## src/rtl/superpixel_rect_walker_pkg.sv

```systemverilog
// Shared types and helpers for the superpixel rectangle walker.
package superpixel_rect_walker_pkg;

  typedef enum logic [1:0] {
    StIdle,
    StLoad,
    StWalk
  } state_t;

  // Bottom-right corner clipped to the last visible pixel.
  function automatic int unsigned clip_max(input int unsigned v, input int unsigned lim);
    return (v > lim) ? lim : v;
  endfunction

endpackage

```

## src/rtl/superpixel_rect_walker_spx_rect_calc.sv

```systemverilog
// Maps a superpixel coordinate to its clipped pixel rectangle and an off-screen flag.
module superpixel_rect_walker_spx_rect_calc
  import superpixel_rect_walker_pkg::*;
#(
  parameter int unsigned SPIXEL_X_WIDTH = 6,
  parameter int unsigned SPIXEL_Y_WIDTH = 6,
  parameter int unsigned PIXEL_X_WIDTH  = 10,
  parameter int unsigned PIXEL_Y_WIDTH  = 9,
  parameter int unsigned PIXEL_X_MAX    = 639,
  parameter int unsigned PIXEL_Y_MAX    = 479,
  parameter int unsigned SPIXEL_W       = 10,
  parameter int unsigned SPIXEL_H       = 10
) (
  input  logic                      clk,
  input  logic                      load,
  input  logic [SPIXEL_X_WIDTH-1:0] in_x,
  input  logic [SPIXEL_Y_WIDTH-1:0] in_y,
  output logic [PIXEL_X_WIDTH-1:0]  tlx,
  output logic [PIXEL_Y_WIDTH-1:0]  tly,
  output logic [PIXEL_X_WIDTH-1:0]  brx,
  output logic [PIXEL_Y_WIDTH-1:0]  bry,
  output logic                      offscr
);

  localparam int unsigned XW = PIXEL_X_WIDTH + SPIXEL_X_WIDTH;
  localparam int unsigned YW = PIXEL_Y_WIDTH + SPIXEL_Y_WIDTH;

  logic [XW-1:0] tlx_w, brx_w;
  logic [YW-1:0] tly_w, bry_w;

  // Full-width products so an off-screen corner is never wrapped back on-screen.
  always_comb begin
    tlx_w = XW'(in_x) * XW'(SPIXEL_W);
    tly_w = YW'(in_y) * YW'(SPIXEL_H);
    brx_w = tlx_w + XW'(SPIXEL_W - 1);
    bry_w = tly_w + YW'(SPIXEL_H - 1);
  end

  always_ff @(posedge clk) begin
    if (load) begin
      tlx    <= PIXEL_X_WIDTH'(tlx_w);
      tly    <= PIXEL_Y_WIDTH'(tly_w);
      brx    <= PIXEL_X_WIDTH'(clip_max(32'(brx_w), PIXEL_X_MAX));
      bry    <= PIXEL_Y_WIDTH'(clip_max(32'(bry_w), PIXEL_Y_MAX));
      offscr <= (32'(tlx_w) > PIXEL_X_MAX) || (32'(tly_w) > PIXEL_Y_MAX);
    end
  end

endmodule

```

## src/rtl/superpixel_rect_walker.sv

```systemverilog
// Expands one superpixel request into a raster-ordered stream of pixel coordinates.
module superpixel_rect_walker
  import superpixel_rect_walker_pkg::*;
#(
  parameter int unsigned SPIXEL_X_WIDTH = 6,
  parameter int unsigned SPIXEL_Y_WIDTH = 6,
  parameter int unsigned PIXEL_X_WIDTH  = 10,
  parameter int unsigned PIXEL_Y_WIDTH  = 9,
  parameter int unsigned PIXEL_X_MAX    = 639,
  parameter int unsigned PIXEL_Y_MAX    = 479,
  parameter int unsigned SPIXEL_W       = 10,
  parameter int unsigned SPIXEL_H       = 10
) (
  input  logic                      clk,
  input  logic                      rst,
  input  logic                      in_valid,
  output logic                      in_ready,
  input  logic [SPIXEL_X_WIDTH-1:0] in_x,
  input  logic [SPIXEL_Y_WIDTH-1:0] in_y,
  input  logic                      in_border,
  output logic                      out_valid,
  input  logic                      out_ready,
  output logic [PIXEL_X_WIDTH-1:0]  out_x,
  output logic [PIXEL_Y_WIDTH-1:0]  out_y,
  output logic                      out_first,
  output logic                      out_last,
  output logic                      err_offscr
);

  logic [PIXEL_X_WIDTH-1:0] tlx, brx, nx;
  logic [PIXEL_Y_WIDTH-1:0] tly, bry, ny;
  logic                     offscr, border, full_row, accept;
  state_t                   state;

  assign accept = in_valid && in_ready;

  superpixel_rect_walker_spx_rect_calc #(
    .SPIXEL_X_WIDTH(SPIXEL_X_WIDTH),
    .SPIXEL_Y_WIDTH(SPIXEL_Y_WIDTH),
    .PIXEL_X_WIDTH (PIXEL_X_WIDTH),
    .PIXEL_Y_WIDTH (PIXEL_Y_WIDTH),
    .PIXEL_X_MAX   (PIXEL_X_MAX),
    .PIXEL_Y_MAX   (PIXEL_Y_MAX),
    .SPIXEL_W      (SPIXEL_W),
    .SPIXEL_H      (SPIXEL_H)
  ) u_spx_rect_calc (
    .clk   (clk),
    .load  (accept),
    .in_x  (in_x),
    .in_y  (in_y),
    .tlx   (tlx),
    .tly   (tly),
    .brx   (brx),
    .bry   (bry),
    .offscr(offscr)
  );

  // Next beat position; interior border rows jump from the left edge straight to the right edge.
  always_comb begin
    full_row = !border || (out_y == tly) || (out_y == bry);
    nx       = out_x;
    ny       = out_y;
    if (full_row) begin
      if (out_x == brx) begin
        nx = tlx;
        ny = out_y + 1'b1;
      end else begin
        nx = out_x + 1'b1;
      end
    end else if ((out_x == tlx) && (brx != tlx)) begin
      nx = brx;
    end else begin
      nx = tlx;
      ny = out_y + 1'b1;
    end
  end

  always_ff @(posedge clk) begin
    if (rst) begin
      state      <= StIdle;
      in_ready   <= 1'b0;
      out_valid  <= 1'b0;
      out_first  <= 1'b0;
      out_last   <= 1'b0;
      err_offscr <= 1'b0;
      out_x      <= '0;
      out_y      <= '0;
      border     <= 1'b0;
    end else begin
      err_offscr <= 1'b0;
      unique case (state)
        StIdle: begin
          in_ready <= 1'b1;
          if (accept) begin
            in_ready <= 1'b0;
            border   <= in_border;
            state    <= StLoad;
          end
        end
        StLoad: begin
          if (offscr) begin
            err_offscr <= 1'b1;
            in_ready   <= 1'b1;
            state      <= StIdle;
          end else begin
            out_valid <= 1'b1;
            out_x     <= tlx;
            out_y     <= tly;
            out_first <= 1'b1;
            out_last  <= (tlx == brx) && (tly == bry);
            state     <= StWalk;
          end
        end
        StWalk: begin
          if (out_ready) begin
            if (out_last) begin
              out_valid <= 1'b0;
              out_first <= 1'b0;
              out_last  <= 1'b0;
              in_ready  <= 1'b1;
              state     <= StIdle;
            end else begin
              out_x     <= nx;
              out_y     <= ny;
              out_first <= 1'b0;
              out_last  <= (nx == brx) && (ny == bry);
            end
          end
        end
        default: state <= StIdle;
      endcase
    end
  end

endmodule
```

## config.mk

```make
export PLATFORM = sky130hd
export DESIGN_NAME = superpixel_rect_walker
export DESIGN_NICKNAME = d
export VERILOG_FILES = /design/src/rtl/superpixel_rect_walker_pkg.sv /design/src/rtl/superpixel_rect_walker_spx_rect_calc.sv /design/src/rtl/superpixel_rect_walker.sv
export SDC_FILE = /design/constraint.sdc
export NUM_CORES = 1
export LEC_CHECK = 0
export ABC_CLOCK_PERIOD_IN_PS = 3900
export CAP_MARGIN = 20
export CORE_ASPECT_RATIO = 2
export CORE_MARGIN = 2
export CORE_UTILIZATION = 30
export CTS_BUF_LIST = sky130_fd_sc_hd__clkbuf_8
export DETAILED_ROUTE_END_ITERATION = 6
export PLACE_DENSITY = 0.49
export SLEW_MARGIN = 15
export SYNTH_ARGS = -nofsm -noshare
export SYNTH_HDL_FRONTEND = slang
export SYNTH_SLANG_ARGS = --single-unit
```

## constraint.sdc

```tcl
create_clock -name clk -period 3.9 [get_ports clk]
set_input_delay 1.17 -clock clk [delete_from_list [all_inputs] [get_ports clk]]
set_output_delay 1.17 -clock clk [all_outputs]
set_load 0.02 [all_outputs]
```

* Word-level counts from Yosys, hierarchy flattened *
Index checks and enable logic that the tools add are counted.

cells by class
  multipliers = 2
  $add $sub $neg = 4
  muxes and demuxes = 35
  order comparisons = 4
  div/mod/pow operators = 0
  shift operators = 0
  bitwise gates (word level) = 1
  equal/unequal tests = 17
  reductions and logical operators = 18

operators with widths
  kind                     number
  $mux W10                 6
  $mux W9                  6
  $eq A10 B10 Y1           4
  $eq A9 B9 Y1             4
  $add A10 B4 Y11 const B  2
  $pmux W10 S2             1
  $mul A6 B3 Y9 const B    2
  $pmux W9 S2              1
  $gt A16 B10 Y1 const B   1
  $gt A15 B9 Y1 const B    1
  $mux W1                  12
  $reduce_and A4 Y1        3
  $add A10 B1 Y10 const B  1
  $gt A10 B10 Y1 const B   1
  $gt A10 B9 Y1 const B    1
  $ne A10 B10 Y1           1
  $ne A2 B2 Y1 const B     5
  $add A9 B1 Y9 const B    1
  $mux W2                  4
  $pmux W1 S2              3
  $pmux W2 S3              1
  $reduce_and A3 Y1        2
  $logic_and A1 B1 Y1      4
  $logic_or A1 B1 Y1       3
  other kinds (11)         11

storage, ports and cells
  input bits = 17
  memories = 0
  memory bits (read-only) = 0
  RAM bits = 0
  word-level logic and storage cells = 95
  bits in registers = 64
  output and inout port bits = 24
  bits in latches = 0

* Depth between registers and ports, before layout *
Gate-level depths: netlist of the first run.

  word-level depth = 9
  mapped depth = 11
  gate-level depth less buffers = 11

* Cells and area by module *
Synthesis of the first run repeated with hierarchy kept, for this count alone.

unflattened totals
  cell total of the unflattened synthesis = 580
  area total of the unflattened synthesis = 4936.0 um^2

by module, submodules not included
  module                                times used  seq. area each (um^2)  area each (um^2)  cells an instance
  superpixel_rect_walker                1           540.5                  3011.6            424
  superpixel_rect_walker_spx_rect_calc  1           1051.0                 1924.3            156

* Least setup slack after synthesis of the first run *
OpenSTA, ideal clock, no wires.

  kind = in2reg
  start = input port in_y[1]
  end = register u_spx_rect_calc.bry[3] (data pin)
  path slack = -51 ps
  arrival time = 3669 ps
  stages on the path = 11
  buffers on the path = 0
  data required time = 3619 ps
  cells stage by stage = ha_1 -> ha_1 -> fa_1 -> xor2_2 -> nor3_1 -> a21o_1 -> a22oi_1 -> nor2_1 -> mux2_2 -> a222oi_1 -> nand2_1

between the ends
  longest elaborated chain between the ends = 3

ends and longest elaborated chain
  item                          RTL line                                    text
  from (decl)                   superpixel_rect_walker.sv:19                input logic [SPIXEL_Y_WIDTH-1:0] in_y,
  $mul A6 B3 Y9                 superpixel_rect_walker_spx_rect_calc.sv:34  tly_w = YW'(in_y) * YW'(SPIXEL_H);
  via u_spx_rect_calc.tly_w[6]  superpixel_rect_walker_spx_rect_calc.sv:29  logic [YW-1:0] tly_w, bry_w;
  $add A10 B4 Y11               superpixel_rect_walker_spx_rect_calc.sv:36  bry_w = tly_w + YW'(SPIXEL_H - 1);
  $gt A15 B9 Y1                 superpixel_rect_walker_pkg.sv:12            return (v > lim) ? lim : v;
  to (signal assigned)          superpixel_rect_walker_spx_rect_calc.sv:44  bry <= PIXEL_Y_WIDTH'(clip_max(32'(bry_w), PIXEL_Y_MAX));
  to (decl)                     superpixel_rect_walker_spx_rect_calc.sv:21  output logic [PIXEL_Y_WIDTH-1:0] bry,

The timed path passes the listed nets, and every way through them passes these cells.
A chain may end at the register's enable or synchronous reset.

* Worst setup path in the final report of the first run *
  start = input port in_y[1]
  end = register u_spx_rect_calc.offscr (data pin)

between the ends
  longest elaborated chain between the ends = 3

ends and longest elaborated chain
  item                          RTL line                                    text
  $mul A6 B3 Y9                 superpixel_rect_walker_spx_rect_calc.sv:34
  via u_spx_rect_calc.tly_w[8]  superpixel_rect_walker_spx_rect_calc.sv:29
  $gt A10 B9 Y1                 superpixel_rect_walker_spx_rect_calc.sv:45  offscr <= (32'(tlx_w) > PIXEL_X_MAX) || (32'(tly_w) > PIXEL_Y_MAX);
  $logic_or A1 B1 Y1            superpixel_rect_walker_spx_rect_calc.sv:45
  to (signal assigned)          superpixel_rect_walker_spx_rect_calc.sv:45
  to (decl)                     superpixel_rect_walker_spx_rect_calc.sv:22  output logic offscr

The timed path passes the listed nets, and every way through them passes these cells.

==> results of run 1 <==
[cell usage after synthesis (15+ instances only)]
master / instances
nand2_1: 46
a21oi_1: 39
xnor2_1: 38
edfxtp_1: 35
nor2_1: 33
dfxtp_1: 27
ha_1: 24
xor2_1: 22
o21ai_0: 18
nand3_1: 16
inv_1: 15
nor3_1: 15
[cell families (layout without fill, tap and decap cells)]
kind of cell / count (synthesis) / after routing / share of synthesized area [%]
fa+ha+maj: 26 / 26 / 7.71
flops: 62 / 62 / 36.1
xor+xnor: 65 / 65 / 14.0
compound gates: 117 / 117 / 17.5
mux: 6 / 6 / 1.42
simple gates: 167 / 167 / 18.9
buf+inv: 40 / 119 / 4.36
[registers in the layout, indices dropped and copies added, names as in the netlist]
name                    cells
out_last                    1
border                      1
u_spx_rect_calc.brx         9
u_spx_rect_calc.tly         8
out_valid                   1
in_ready                    1
state                       2
err_offscr                  1
out_first                   1
u_spx_rect_calc.bry         8
out_x                      10
u_spx_rect_calc.tlx         9
out_y                       9
u_spx_rect_calc.offscr      1
[routing by layer]
layer	vias to the layer above	track usage [%]	routed length [um]
li1	1897	-	-
met1	1792	15.5	4450
met2	102	32.4	7090
met3	35	2.27	395
met4	0	9.42	531
met5	-	0	0
[worst min path at each step]
stage	start	end	cells past startpoint	slack [ps]
floorplan	state[0]	state[0]	2	490
global placement	out_first	out_first	2	440
detailed placement	out_first	out_first	2	460
CTS	out_first	out_first	2	470
global route	out_first	out_first	2	480
finish	out_first	out_first	2	460
[placed cells by master, fill, tap and decap left out, types with 18 or more instances in the layout]
cell / synthesis / final
buf_4: 0 / 47
nand2_1: 46 / 46
clkdlybuf4s50_1: 0 / 39
a21oi_1: 39 / 38
xnor2_1: 38 / 38
edfxtp_1: 35 / 35
nor2_1: 33 / 33
dfxtp_1: 27 / 27
ha_1: 24 / 23
xor2_1: 22 / 21
o21ai_0: 18 / 18
[timing repair]
action | in CTS | in global routing
gates resized for setup | 0 | 5
pin swaps | 3 | 2
setup buffers | 4 | 0
setup endpoints to repair | 1 | 15
[final cells by class]
cell class | count | area (sq um) | share of cell area, %
clock buffer | 10 | 138 | 2.49
clock inverter | 6 | 68.8 | 1.25
inverter | 16 | 60.1 | 1.09
multi-input combinational | 381 | 2670 | 48.3
sequential | 62 | 1590 | 28.8
tap | 192 | 240 | 4.35
timing repair buffer | 87 | 756 | 13.7
[critical path: stages]
cell             delay [ps]
clkdlybuf4s50_1         480
ha_1                    240
ha_2                    190
fa_2                    400
a21o_1                  190
a21oi_2                 170
xor2_2                  180
inv_1                    80
and3_1                  200
mux2_2                  260
a221o_1                 350
[per-stage QoR]
step	setup slack, ps	setup TNS (ps)	cells	utilization (%)
6_report	80.5	0	754	38.5
2_1_floorplan	1.72	0	483	-
4_1_cts	20.2	0	754	38.4
5_1_grt	-64.4	-64.4	754	38.5
3_5_place_dp	-401	-5070	734	36.7
3_3_place_gp	-291	-3800	734	36.7
[power by group through the flow]
stage	Combinational, mW	Clock, mW	Sequential (mW)
3_3_place_gp	0.632	0	0.863
2_1_floorplan	0.393	0	0.857
3_5_place_dp	0.636	0	0.865
4_1_cts	0.647	0.612	0.850
5_1_grt	0.710	0.644	0.860
6_report	0.646	0.598	0.850
==> results.md, run 1 <==
- Result of the run: complete, no violations
- Post-Route WL: 12500 um
- CP Capture Type: register
- WS Path Type: input pin to register
- Sequential-to-total area share from yosys stat: 36.1%
- Max cap viols: 0
- EDFF count, synth: 35
- Least-Margin Pin Slew: 785 ps
- FF-to-FF End: out_last
- Total gr overflow: 0
- Hpwl dp: 9790 um
- Die footprint: approximately 16000 sq um
- Most used DFF post-synth: edfxtp_1
- Buffers on Ports: 40
- WL/cell: between 15 and 20 um
- Share of cells above drive strength 1: about 15%
- Endpoints failing setup: 0
- Logic pwr share: 30.8%
- Clk slew on worst S/H paths: 70 ps
- Syn_area_per_cell: 9.14 sq um
- Worst r2r path cells: 8
- Via count: about 3800
- Clock share of power: approximately 29%
- Total power: 2.09 mW
- Critical path startpoint: in_y[1]
- FF-to-FF Start: out_y[2]
- Hold Slack: approximately 460 ps
- Hold Path Class: register to register
- DR DRC count: 0
- Max Freq: around 260 MHz
- Tmin final: 3820 ps
- Setup Skew: approximately 16 ps
- Initial antenna violation count: 0
- P_sw: 0.685 mW
- Final Hold Vio Count: 0
- Final #Nets: 600
- CP Max Fanout: 3
- Ports: 41
- Switching share of power: around a third
- ANT cells: 0
- Worst EP arrival: just under 4000 ps
- Yosys warns: 0
- Setup crit end: u_spx_rect_calc.offscr
- Max-slew violations: 0
- Clk root buf: clkbuf_8
- Drt pass-1 iters: 5
- Share of the synthesized area in the top cell type: a little under a quarter
- GP Congestion: around 0.91
- Area grow syn2layout: 25.2%
- Worst vdd ir: between 0.15 and 0.2 mV
- Largest net degree at the start of global routing: 37
- #FFs+latches synth: 62
- Cells after Synth: 483
- Crit path launch type: input pin
- RSZ-0062 raised after global routing: true
- Starting density of the core: 30.8%
- Die Span Y: 176 um
- H-tree level count: 3
- Async SR Flop Fraction: 0%
- Netlist cell types: 66
- CTS tree: done
- Slew HR: a little under half
- GRT Resource Usage Total: between 10% and 20%
- CTS buffer count: 9
- Die Width: 89.8 um
- Fillers: 1464
- Skew-Pair Late Insertion Delay: 360 ps
- Syn nets: 526
- Clock Path Buffers: 2
- Core region area: about 14000 sq um
- 1st-iter DRT viols: 198
- R2R Setup Slk: between 700 and 800 ps
- Vias in the first global route: 3933
- Synthesized area: about 4400 sq um
- Post-route ant nets: 0
- Crit share post-route: between 90% and 100%
- Internal: 1.41 mW
- Share of power burned in registers: 40.6%
- Cell row count: 62
- Hold Buf Count CTS: 0
- First-pass GRT wire length: 20000 um
- Pwr/cell area: 379 nW/um^2
- Synth area leader: edfxtp_1
- Synth top area cells: edfxtp_1 (24%), dfxtp_1 (12%), xnor2_1 (7.5%)
- Clock Sinks: 62
- Pleak: 2.05 nW
- Design area: 5530 sq um
- Placed Area: 5270 sq um
- Via/cell ratio: 5.07
- WP data required: 3990 ps
No activity file was read; power rests on OpenSTA's default activity.
==> run 2, diff against run 1 <==
Settings changed: CORE_MARGIN 2 to 4.
==> run 2 against run 1 <==
  * Cell count shrank 0.40%
  * Sequential share of layout area shrank 0.052 points
  * First-iteration DRC count grew 7.1%
  * Critical path type unchanged
  * Critical endpoint is now u_spx_rect_calc.bry[6]
==> results.md, run 2 (synthesis gave the netlist of run 1 again) <==
- Result of the run: complete, no violations
- Area grow syn2layout: 25.4%
- First-pass GRT wire length: 20600 um (+2.8%)
- 1st-iter DRT viols: 212 (+7.1%)
- Total power: 2.10 mW (+0.23%)
- Hold Slack: 459 ps (-0.328 ps)
- Hold Path Class: register to register
- Critical path, cell by cell: clkdlybuf4s50_1 > ha_4 > ha_4 > fa_2 > nand3_2 > a21o_1 > a22oi_1 > nor2_1 > mux2_2 > a222oi_1 > buf_4 > nand2_1
- Most frequent cells in the layout: nand2_1 (46), buf_4 (44), clkdlybuf4s50_1 (39)
- WP data required: 4000 ps (about the same)
- Cell row count: 62 (unchanged)
- Pleak: 2.05 nW (about the same)
- Skew-Pair Late Insertion Delay: 350 ps (about the same)
- Top Family by Delay on Critical Path: adder cells
- Die Width: 93.8 um (+4.5%)
- Hpwl dp: 9960 um (+1.8%)
- Hold Buf Count CTS: 0 (unchanged)
- Vias in the first global route: 4133 (+5.1%)
- CP Max Fanout: 8 (+5)
- Core region area: 14400 sq um (+0.54%)
- Crit path launch type: input pin
- Max-slew violations: 0 (unchanged)
- Commonest non-fill, non-tap cell in the layout: nand2_1
- Clk root buf: clkbuf_8
- GP Congestion: 0.919 (+0.98%)
- Largest net degree at the start of global routing: 37 (unchanged)
- Max cap viols: 0 (unchanged)
- Final Hold Vio Count: 0 (unchanged)
- ANT cells: 0 (unchanged)
- CTS tree: done
- Die Span Y: 180 um (+2.3%)
- DR DRC count: 0 (unchanged)
- CP max stage delay: 540 ps (+60 ps)
- WS Path Type: input pin to register
- Setup Skew: 12.1 ps (-3.98 ps)
- Die footprint: 16800 sq um (+6.8%)
- Via count: 3916 (+2.4%)
- Crit share post-route: 97.8% (-0.15 points)
- Total gr overflow: 0 (unchanged)
- Post-Route WL: 12800 um (+3.1%)
- Tmin final: 3810 ps (-5.84 ps)
- Largest Register: out_x
- Starting density of the core: 30.6% (-0.17 points)
- Least-Margin Pin Slew: 759 ps (-26.2 ps)
- CP Capture Type: register
- Clock Path Buffers: 2 (unchanged)
- Max Freq: 262 MHz (+0.15%)
- Share of cells above drive strength 1: 15.2% (-0.097 points)
- Drt pass-1 iters: 5 (unchanged)
- Slew HR: 49.1% (+1.8 points)
- Max FFs per register: 10 (unchanged)
- Buffers on Ports: 40 (unchanged)
- Post-route ant nets: 0 (unchanged)
- Ports: 41 (unchanged)
- CTS buffer count: 9 (unchanged)
- RSZ-0062 raised after global routing: false
- Via/cell ratio: 5.21 (+2.8%)
- H-tree level count: 3 (unchanged)
- Worst vdd ir: 0.134 mV (-11%)
- WL/cell: 17.1 um (+3.5%)
- CP most frequent cell: ha_4
- Endpoints failing setup: 0 (unchanged)
- CP max-delay cell: fa_2
- GRT Resource Usage Total: 15.7% (-0.55 points)
- Worst EP arrival: 3920 ps (about the same)
- Clk slew on worst S/H paths: 70 ps (about the same)
- Clock Sinks: 62 (unchanged)
- Final #Nets: 597 (-0.50%)
- CP bufs+invs: 2 (unchanged)
- Initial antenna violation count: 0 (unchanged)
- Pwr/cell area: 379 nW/um^2 (about the same)
==> run 2: cell count changes in the layout (fill, tap and decap cells not counted), moves of 2 or more <==
cell	delta
xnor2_2	+2
xnor2_1	-2
buf_4	-3
ha_4	+2
==> run 2: final cells by class <==
class                           count  area (sq um)
Multi-Input combinational cell    381          2700
Fill cell                        1498          8890
Timing Repair Buffer               84           733
Tap cell                          192           240
Clock inverter                      6          68.8
Sequential cell                    62          1590
Inverter                           16          60.1
Clock buffer                       10           138
==> run 2: stage by stage <==
step                      instances  utilization, %  TNS, ps  setup WS [ps]  instance area, sq um
final                           751            38.4        0           86.3                  5540
after global routing            751            38.4        0           6.26                  5540
after CTS                       750            38.0        0           17.8                  5480
after detailed placement        734            36.5    -4510           -361                  5270
after global placement          734            36.5    -3780           -294                  5270
after floorplan                 483               -        0           1.72                  4440
==> run 2: where the power goes <==
part,internal (mW),switching [mW]
Combinational,0.316,0.330
Sequential,0.773,0.0787
Clock,0.317,0.284
==> run 2: routing by layer <==
metal / wire length, um / global-route usage [%] / vias to the layer above
met2: 7090 / 29.6 / 118
met5: 0 / 0 / -
met4: 694 / 10.4 / 0
met3: 504 / 2.09 / 39
met1: 4550 / 15.2 / 1859
li1: - / - / 1900
==> run 2: worst register-to-register path: stages (launching register included) <==
cell	delay, ps
dfxtp_1	590
xnor2_1	180
nand4_1	260
o41ai_4	540
o21ai_1	410
buf_4	310
a31o_1	190
a211oi_2	190
nand4_1	130
o31ai_1	240
==> run 2: path summary, 6_finish.rpt <==
| path | startpoint | to | slack, ps | cells after the start |
|---|---|---|---|---|
| setup / recovery | in_y[1] | u_spx_rect_calc.bry[6] | 90 | 12 |
| hold / removal | out_first | out_first | 460 | 2 |
| setup reg to reg | out_y[2] | out_last | 790 | 9 |
| hold reg to reg | out_first | out_first | 460 | 2 |
==> run 2: repair_timing <==
item,4_1_cts,5_1_grt
hold endpoints to repair,0,0
buffers inserted,0,1
gates resized for setup,0,8
setup endpoints to repair,0,15
==> run 3, diff against run 2 <==
Settings changed: CTS_BUF_LIST sky130_fd_sc_hd__clkbuf_8 to sky130_fd_sc_hd__clkbuf_4 sky130_fd_sc_hd__clkbuf_8.
==> results of run 3 <==
Final layout, timing and power as in run 2 (identical DEF).
